[config.mk]
export PLATFORM = sky130hd
export DESIGN_NAME = rr_arbiter8
export DESIGN_NICKNAME = d
export VERILOG_FILES = /design/src/rtl/rr_arb_pkg.sv /design/src/rtl/prio_enc8_3.sv /design/src/rtl/rr_arbiter8.sv
export SDC_FILE = /design/constraint.sdc
export NUM_CORES = 1
export LEC_CHECK = 0
export BUFFER_PORTS_ARGS = -buffer_cell sky130_fd_sc_hd__buf_2
export CAP_MARGIN = 20
export CORE_ASPECT_RATIO = 1.75
export CORE_MARGIN = 2
export CORE_UTILIZATION = 45
export CTS_CLUSTER_SIZE = 40
export DETAILED_ROUTE_END_ITERATION = 8
export GPL_ROUTABILITY_DRIVEN = 0
export PLACE_DENSITY = 0.64
export SETUP_SLACK_MARGIN = 0.15
export SYNTH_ARGS = -nofsm -noshare
export SYNTH_HDL_FRONTEND = slang
export SYNTH_SLANG_ARGS = --single-unit
export TNS_END_PERCENT = 20
[constraint.sdc]
create_clock -name clk -period 4.1 [get_ports clk]
set_clock_uncertainty 0.1 [all_clocks]
set_input_delay 0 -clock clk [delete_from_list [all_inputs] [get_ports clk]]
set_output_delay 0 -clock clk [all_outputs]
set_load 0.01 [all_outputs]
[src/rtl/rr_arb_pkg.sv]
// Shared constants, FSM state type and rotation helper for the 8-way round-robin arbiter.
package rr_arb_pkg;

    localparam int N_REQ = 8;
    localparam int IDX_W = 3;

    typedef enum logic {
        IDLE  = 1'b0,
        OWNED = 1'b1
    } arb_state_e;

    // Rotate an 8-bit vector left by amt positions (bits leaving the top re-enter at bit 0).
    function automatic logic [N_REQ-1:0] rotl8(input logic [N_REQ-1:0] v, input logic [IDX_W-1:0] amt);
        logic [2*N_REQ-1:0] w_dbl;
        w_dbl = {v, v} << amt;
        return w_dbl[2*N_REQ-1:N_REQ];
    endfunction

endpackage

[src/rtl/prio_enc8_3.sv]
// Combinational 8-to-3 priority encoder; the lowest set bit wins, any flags a non-zero input.
module prio_enc8_3
    import rr_arb_pkg::*;
(
    input  logic [N_REQ-1:0] v,
    output logic [IDX_W-1:0] idx,
    output logic             any
);

    assign any = |v;

    // Scan from the top down so the lowest set bit is the last to overwrite idx.
    always_comb begin
        idx = 3'd0;
        for (int i = N_REQ - 1; i >= 0; i--) begin
            if (v[i]) begin
                idx = IDX_W'(i);
            end else begin
                idx = idx;
            end
        end
    end

endmodule

[src/rtl/rr_arbiter8.sv]
// Round-robin arbiter for 8 requesters with registered one-hot grant held until release.
// Optional forced revocation after HOLD_MAX owned cycles is enabled by defining ARB_TIMEOUT_EN.
module rr_arbiter8
    import rr_arb_pkg::*;
#(
    parameter int HOLD_MAX = 16
) (
    input  logic             clk,
    input  logic             rst,
    input  logic [N_REQ-1:0] req,
    output logic [N_REQ-1:0] gnt,
    output logic [IDX_W-1:0] gnt_idx,
    output logic             gnt_valid,
    output logic [7:0]       busy_cycles
);

    if (HOLD_MAX < 1) begin : g_hold_max_check
        $error("rr_arbiter8: HOLD_MAX must be at least 1");
    end

    arb_state_e       r_state;
    logic [N_REQ-1:0] r_gnt;
    logic [IDX_W-1:0] r_gnt_idx;
    logic             r_gnt_valid;
    logic [7:0]       r_busy;
    logic [IDX_W-1:0] r_ptr;

    logic [IDX_W-1:0] w_shift;
    logic [N_REQ-1:0] w_rot;
    logic [IDX_W-1:0] w_enc_idx;
    logic             w_any;
    logic [IDX_W-1:0] w_winner;
    logic             w_owner_req;
    logic [7:0]       w_busy_inc;
    logic             w_revoke;

    // Rotating right by ptr+1 puts the requester just above the last winner at bit 0.
    assign w_shift     = r_ptr + 3'd1;
    assign w_rot       = rotl8(req, 3'd0 - w_shift);
    assign w_winner    = w_enc_idx + w_shift;
    assign w_owner_req = req[r_gnt_idx];
    assign w_busy_inc  = (r_busy == 8'hFF) ? 8'hFF : (r_busy + 8'd1);

`ifdef ARB_TIMEOUT_EN
    assign w_revoke = (int'({24'd0, r_busy}) >= HOLD_MAX);
`else
    assign w_revoke = 1'b0;
`endif

    prio_enc8_3 u_enc (
        .v   (w_rot),
        .idx (w_enc_idx),
        .any (w_any)
    );

    // Arbitration FSM with all outputs registered.
    always_ff @(posedge clk) begin
        if (rst) begin
            r_state     <= IDLE;
            r_gnt       <= 8'h00;
            r_gnt_idx   <= 3'd0;
            r_gnt_valid <= 1'b0;
            r_busy      <= 8'd0;
            r_ptr       <= 3'd7;
        end else begin
            case (r_state)
                IDLE: begin
                    if (w_any) begin
                        r_state     <= OWNED;
                        r_gnt       <= 8'h01 << w_winner;
                        r_gnt_idx   <= w_winner;
                        r_gnt_valid <= 1'b1;
                        r_busy      <= 8'd1;
                        r_ptr       <= w_winner;
                    end else begin
                        r_state     <= IDLE;
                        r_gnt       <= 8'h00;
                        r_gnt_idx   <= 3'd0;
                        r_gnt_valid <= 1'b0;
                        r_busy      <= 8'd0;
                    end
                end
                OWNED: begin
                    // Release and timeout both leave ptr on the owner, so others get first pick.
                    if (!w_owner_req || w_revoke) begin
                        r_state     <= IDLE;
                        r_gnt       <= 8'h00;
                        r_gnt_idx   <= 3'd0;
                        r_gnt_valid <= 1'b0;
                        r_busy      <= 8'd0;
                    end else begin
                        r_busy      <= w_busy_inc;
                    end
                end
                default: begin
                    r_state     <= IDLE;
                    r_gnt       <= 8'h00;
                    r_gnt_idx   <= 3'd0;
                    r_gnt_valid <= 1'b0;
                    r_busy      <= 8'd0;
                    r_ptr       <= 3'd7;
                end
            endcase
        end
    end

    assign gnt         = r_gnt;
    assign gnt_idx     = r_gnt_idx;
    assign gnt_valid   = r_gnt_valid;
    assign busy_cycles = r_busy;

endmodule

==> results.yml <==
synthesis:
  post_synth_instance_area_um2: 1418
  avgSynthCellArea_um2: 9.845
  synth_enable_flop_cells: 0
  synth_cell_types: 40
  yosys_warnings: 0
  ys_ff_latch: 24
  top_ff_cell_synth: "sky130_fd_sc_hd__dfxtp_1"
  mappedNetlistNets: 158
  number_of_cells_produced_by_synthesis: 144
  postSynth.asyncResetShare: 0
  synth_seq_area_share: 0.3389
power_and_ir_drop:
  intPower_uw: 762.6
  power_frac_clock: 0.117
  p_switching_uw: 603.1
  pwr_density_cell_nw_per_um2: 804.4
  ir_drop_worst_case_vdd_mv: 0.4916
  leakage_nw: 0.7118
  power.combinational.fraction: 0.626
  switching_share: 0.4416
  reg_power_frac: 0.257
hold_path:
  class_of_the_tightest_hold_or_removal_check: "in -> reg"
  min_path_cells: 4
  min-delay-start: "req[7]"
global_route:
  grt-ovfl-total: 0
  vias_in_the_first_global_route: 1200
  grt_pass1_wl_mm: 5.257
  antenna_found_initial: 0
  grt_start_max_net_pins: 21
  grt.total_usage: 0.1918
critical_path:
  critical_path_class: "reg -> reg"
  timing.critical_path.to_type: "flop"
  worstPathArrival_ps: 3760
  setup.worst_path.start_class: "flop"
  cp.depth: 14
  crit_fanout: 9
  cp_common_cell: "sky130_fd_sc_hd__a211oi_1"
  crit_buf_inv: 2
  worst_r2r_startpoint: "r_ptr[0]$_SDFFE_PP1P_"
  path_delay_family: "compound AO/OA/AOI/OAI gates"
  worst_ep_required_time_ps: 4180
  critPathLaunch: "r_ptr[0]$_SDFFE_PP1P_"
  timing.critical_path.cells: "buf_4, mux4_2, nor2b_1, a22oi_1, a21oi_1, nor2_1, o31ai_1, ha_1, inv_1, fa_1, xor2_4, a211oi_1, nor3_2, a211oi_1"
  slowest_delay_ps: 550
  critical_path.slowest_cell: "sky130_fd_sc_hd__mux4_2"
  timing.reg2reg.worst_path_depth: 14
placement:
  port_buffers: 29
  place.detailed.instances: 213
  final_hpwl_from_detailed_placement_mm: 2.447
clock_tree:
  htree_levels: 1
  clockRootBuffer: "sky130_fd_sc_hd__clkbuf_8"
  max-clock-path-buffers: 2
  numClockSinks: 24
  cts_inserted_buffers: 3
  clock_tree_from_tritoncts: "yes"
  clk_pin_slew_ps: 90
  clock_latency_ps: 260
detailed_routing:
  detail_route.iter0.violations: 24
  drt_first_pass_iters: 4
  vias_per_cell: 5.463
  remaining_antenna_violation_count_after_routing: 0
  drcViolationCount: 0
  drt-total-wl_mm: 3.074
  vias: 1191
  routedWlPerCell_um: 14.10
floorplan:
  die_area_um2: 3633
  die-height_um: 78.25
  io-pin-count: 30
  rows: 27
  chipWidth_um: 46.43
  initial_core_util: 0.4611
  core_um2: 3074
timing:
  fmaxAchievable_mhz: 271.7
  timing.max_slew.rel_slack: 0.6823
  tightestPinTransition_ps: 474.7
  timing.final.max_slew_violations: 0
  layout_worst_path_cycle_share: 0.8976
  final.min_clock_period_ps: 3680
  setup_viol: 0
  rsz0062_at_grt: "false"
  setup_tns_ps: 0
  number_of_endpoints_with_negative_hold_slack_in_the_final_report: 0
run:
  cap_violations: 0
final_layout:
  antenna_cells: 0
  post_layout_nonfiller_instances: 218
  signed_area_change_from_the_synthesized_netlist_to_the_final_layout_pct: 19.77
  drive_above_1_share: 0.3200
  final_net_count: 190
run_status:
  status: "completed"
[worst reg2reg max path: cells and delay by family, from the launching register on]
family | cells | cell delay (ps)
AOI/OAI and AO/OA | 5 | 1090
adders and majority gates | 2 | 630
muxes | 1 | 550
DFF | 1 | 390
and+or+nand+nor | 3 | 350
buffers and inverters | 2 | 270
xor gates and xnor gates | 1 | 210
[cells in the mapped netlist, types with 2 or more instances]
cell                        n  share of area
sky130_fd_sc_hd__o21ai_0    2         0.0071
sky130_fd_sc_hd__inv_1      6          0.016
sky130_fd_sc_hd__dfxtp_1   24           0.34
sky130_fd_sc_hd__xor2_1     2          0.012
sky130_fd_sc_hd__a21boi_0   5          0.026
sky130_fd_sc_hd__ha_1       3          0.026
sky130_fd_sc_hd__a211oi_1   2          0.011
sky130_fd_sc_hd__mux4_2    10           0.16
sky130_fd_sc_hd__a22oi_1    2          0.011
sky130_fd_sc_hd__a21o_1     2          0.011
sky130_fd_sc_hd__nor2_1    14          0.037
sky130_fd_sc_hd__o211a_1    2          0.014
sky130_fd_sc_hd__clkbuf_1   3         0.0079
sky130_fd_sc_hd__nand2b_1   5          0.022
sky130_fd_sc_hd__nor2_2     2         0.0088
sky130_fd_sc_hd__nand2_1   17          0.045
sky130_fd_sc_hd__o21ai_1    7          0.025
sky130_fd_sc_hd__a21oi_1    5          0.018
sky130_fd_sc_hd__a32o_1     2          0.014
sky130_fd_sc_hd__o31ai_1    2          0.011
sky130_fd_sc_hd__nand3_1    5          0.018
sky130_fd_sc_hd__xnor2_1    2          0.012
sky130_fd_sc_hd__nor3_1     2         0.0071
sky130_fd_sc_hd__xor2_2     2          0.023
[layout by cell type, fill, tap and decap left out, types with 2 or more instances in the layout]
cell                       instances
sky130_fd_sc_hd__ha_1              2
sky130_fd_sc_hd__inv_1             6
sky130_fd_sc_hd__nand3_1           5
sky130_fd_sc_hd__o211a_1           2
sky130_fd_sc_hd__a21o_1            2
sky130_fd_sc_hd__a21boi_0          5
sky130_fd_sc_hd__mux4_2           10
sky130_fd_sc_hd__a22oi_1           2
sky130_fd_sc_hd__dfxtp_1          24
sky130_fd_sc_hd__o21ai_1           7
sky130_fd_sc_hd__buf_2            29
sky130_fd_sc_hd__clkbuf_8          4
sky130_fd_sc_hd__a211oi_1          2
sky130_fd_sc_hd__nand2_1          17
sky130_fd_sc_hd__nor2_2            2
sky130_fd_sc_hd__a32o_1            2
sky130_fd_sc_hd__buf_4             2
sky130_fd_sc_hd__nand2b_1          5
sky130_fd_sc_hd__o21ai_0           2
sky130_fd_sc_hd__nor2_1           14
sky130_fd_sc_hd__xor2_1            2
sky130_fd_sc_hd__a21oi_1           5
sky130_fd_sc_hd__o31ai_1           2
sky130_fd_sc_hd__xnor2_1           2
[power groups by stage]
| stage | registers (mW) | logic (mW) | clock network [mW] |
|---|---|---|---|
| after floorplan | 0.364 | 0.620 | 0 |
| after global placement | 0.350 | 0.788 | 0 |
| after detailed placement | 0.353 | 0.808 | 0 |
| after CTS | 0.347 | 0.812 | 0.164 |
| after global routing | 0.361 | 0.948 | 0.172 |
| final | 0.351 | 0.855 | 0.160 |
[logic make-up after synthesis]
family                   after synthesis  synth area share
XOR/XNOR                               7           0.05914
adder cells (fa/ha/maj)                5           0.05031
AND/OR/NAND/NOR                       51            0.1792
flip-flops                            24            0.3389
buffers and inverters                 11           0.03530
multiplexers                          10            0.1589
AO/OA/AOI/OAI                         36            0.1783
[area by class of cell]
class	count	area (um^2)
Tap cell	43	53.80
Multi-Input combinational cell	109	915.9
Clock buffer	4	55.05
Fill cell	288	1376
Inverter	6	22.52
Timing Repair Buffer	32	170.2
Sequential cell	24	480.5
[layer usage]
layer / GRT usage / vias up / share of wire
met5: 0 / - / 0
met4: 0.08286 / 0 / 0.013
met3: 0.009195 / 6 / 0.028
met2: 0.3458 / 34 / 0.57
met1: 0.2176 / 564 / 0.39
li1: - / 587 / -
[sequential cells by signal, summed over array words and instances, names as in the netlist]
name	flops
busy_cycles	8
gnt	8
gnt_idx	3
gnt_valid	1
r_ptr	3
r_state	1
[worst paths after layout]
kind,to,slack (ps)
setup reg to reg,gnt_idx[2]$_SDFFE_PP0P_,420
hold reg to reg,gnt[0]$_SDFFE_PP0P_,350
hold / removal,gnt_idx[2]$_SDFFE_PP0P_,350
setup / recovery,gnt_idx[2]$_SDFFE_PP0P_,420
[through the flow]
step	instance area, um^2	util	setup slack [ps]	hold WS [ps]	total power, mW
floorplan	1418	-	706.2	-27.24	0.9832
global placement	1604	0.5218	471.7	191.7	1.137
detailed placement	1604	0.5218	330.8	197.3	1.161
CTS	1669	0.5429	317.9	347.4	1.323
global route	1698	0.5523	149.5	381.5	1.482
finish	1698	0.5523	419.6	345.1	1.366
[repair_timing]
item                                    CTS  global route
setup buffers                             0             0
gates resized for setup                   0             4
endpoints found under the hold margin     4             0
hold buffers                              1             0
endpoints found under the setup margin    0             8
Power figures use the tool's default switching activity.
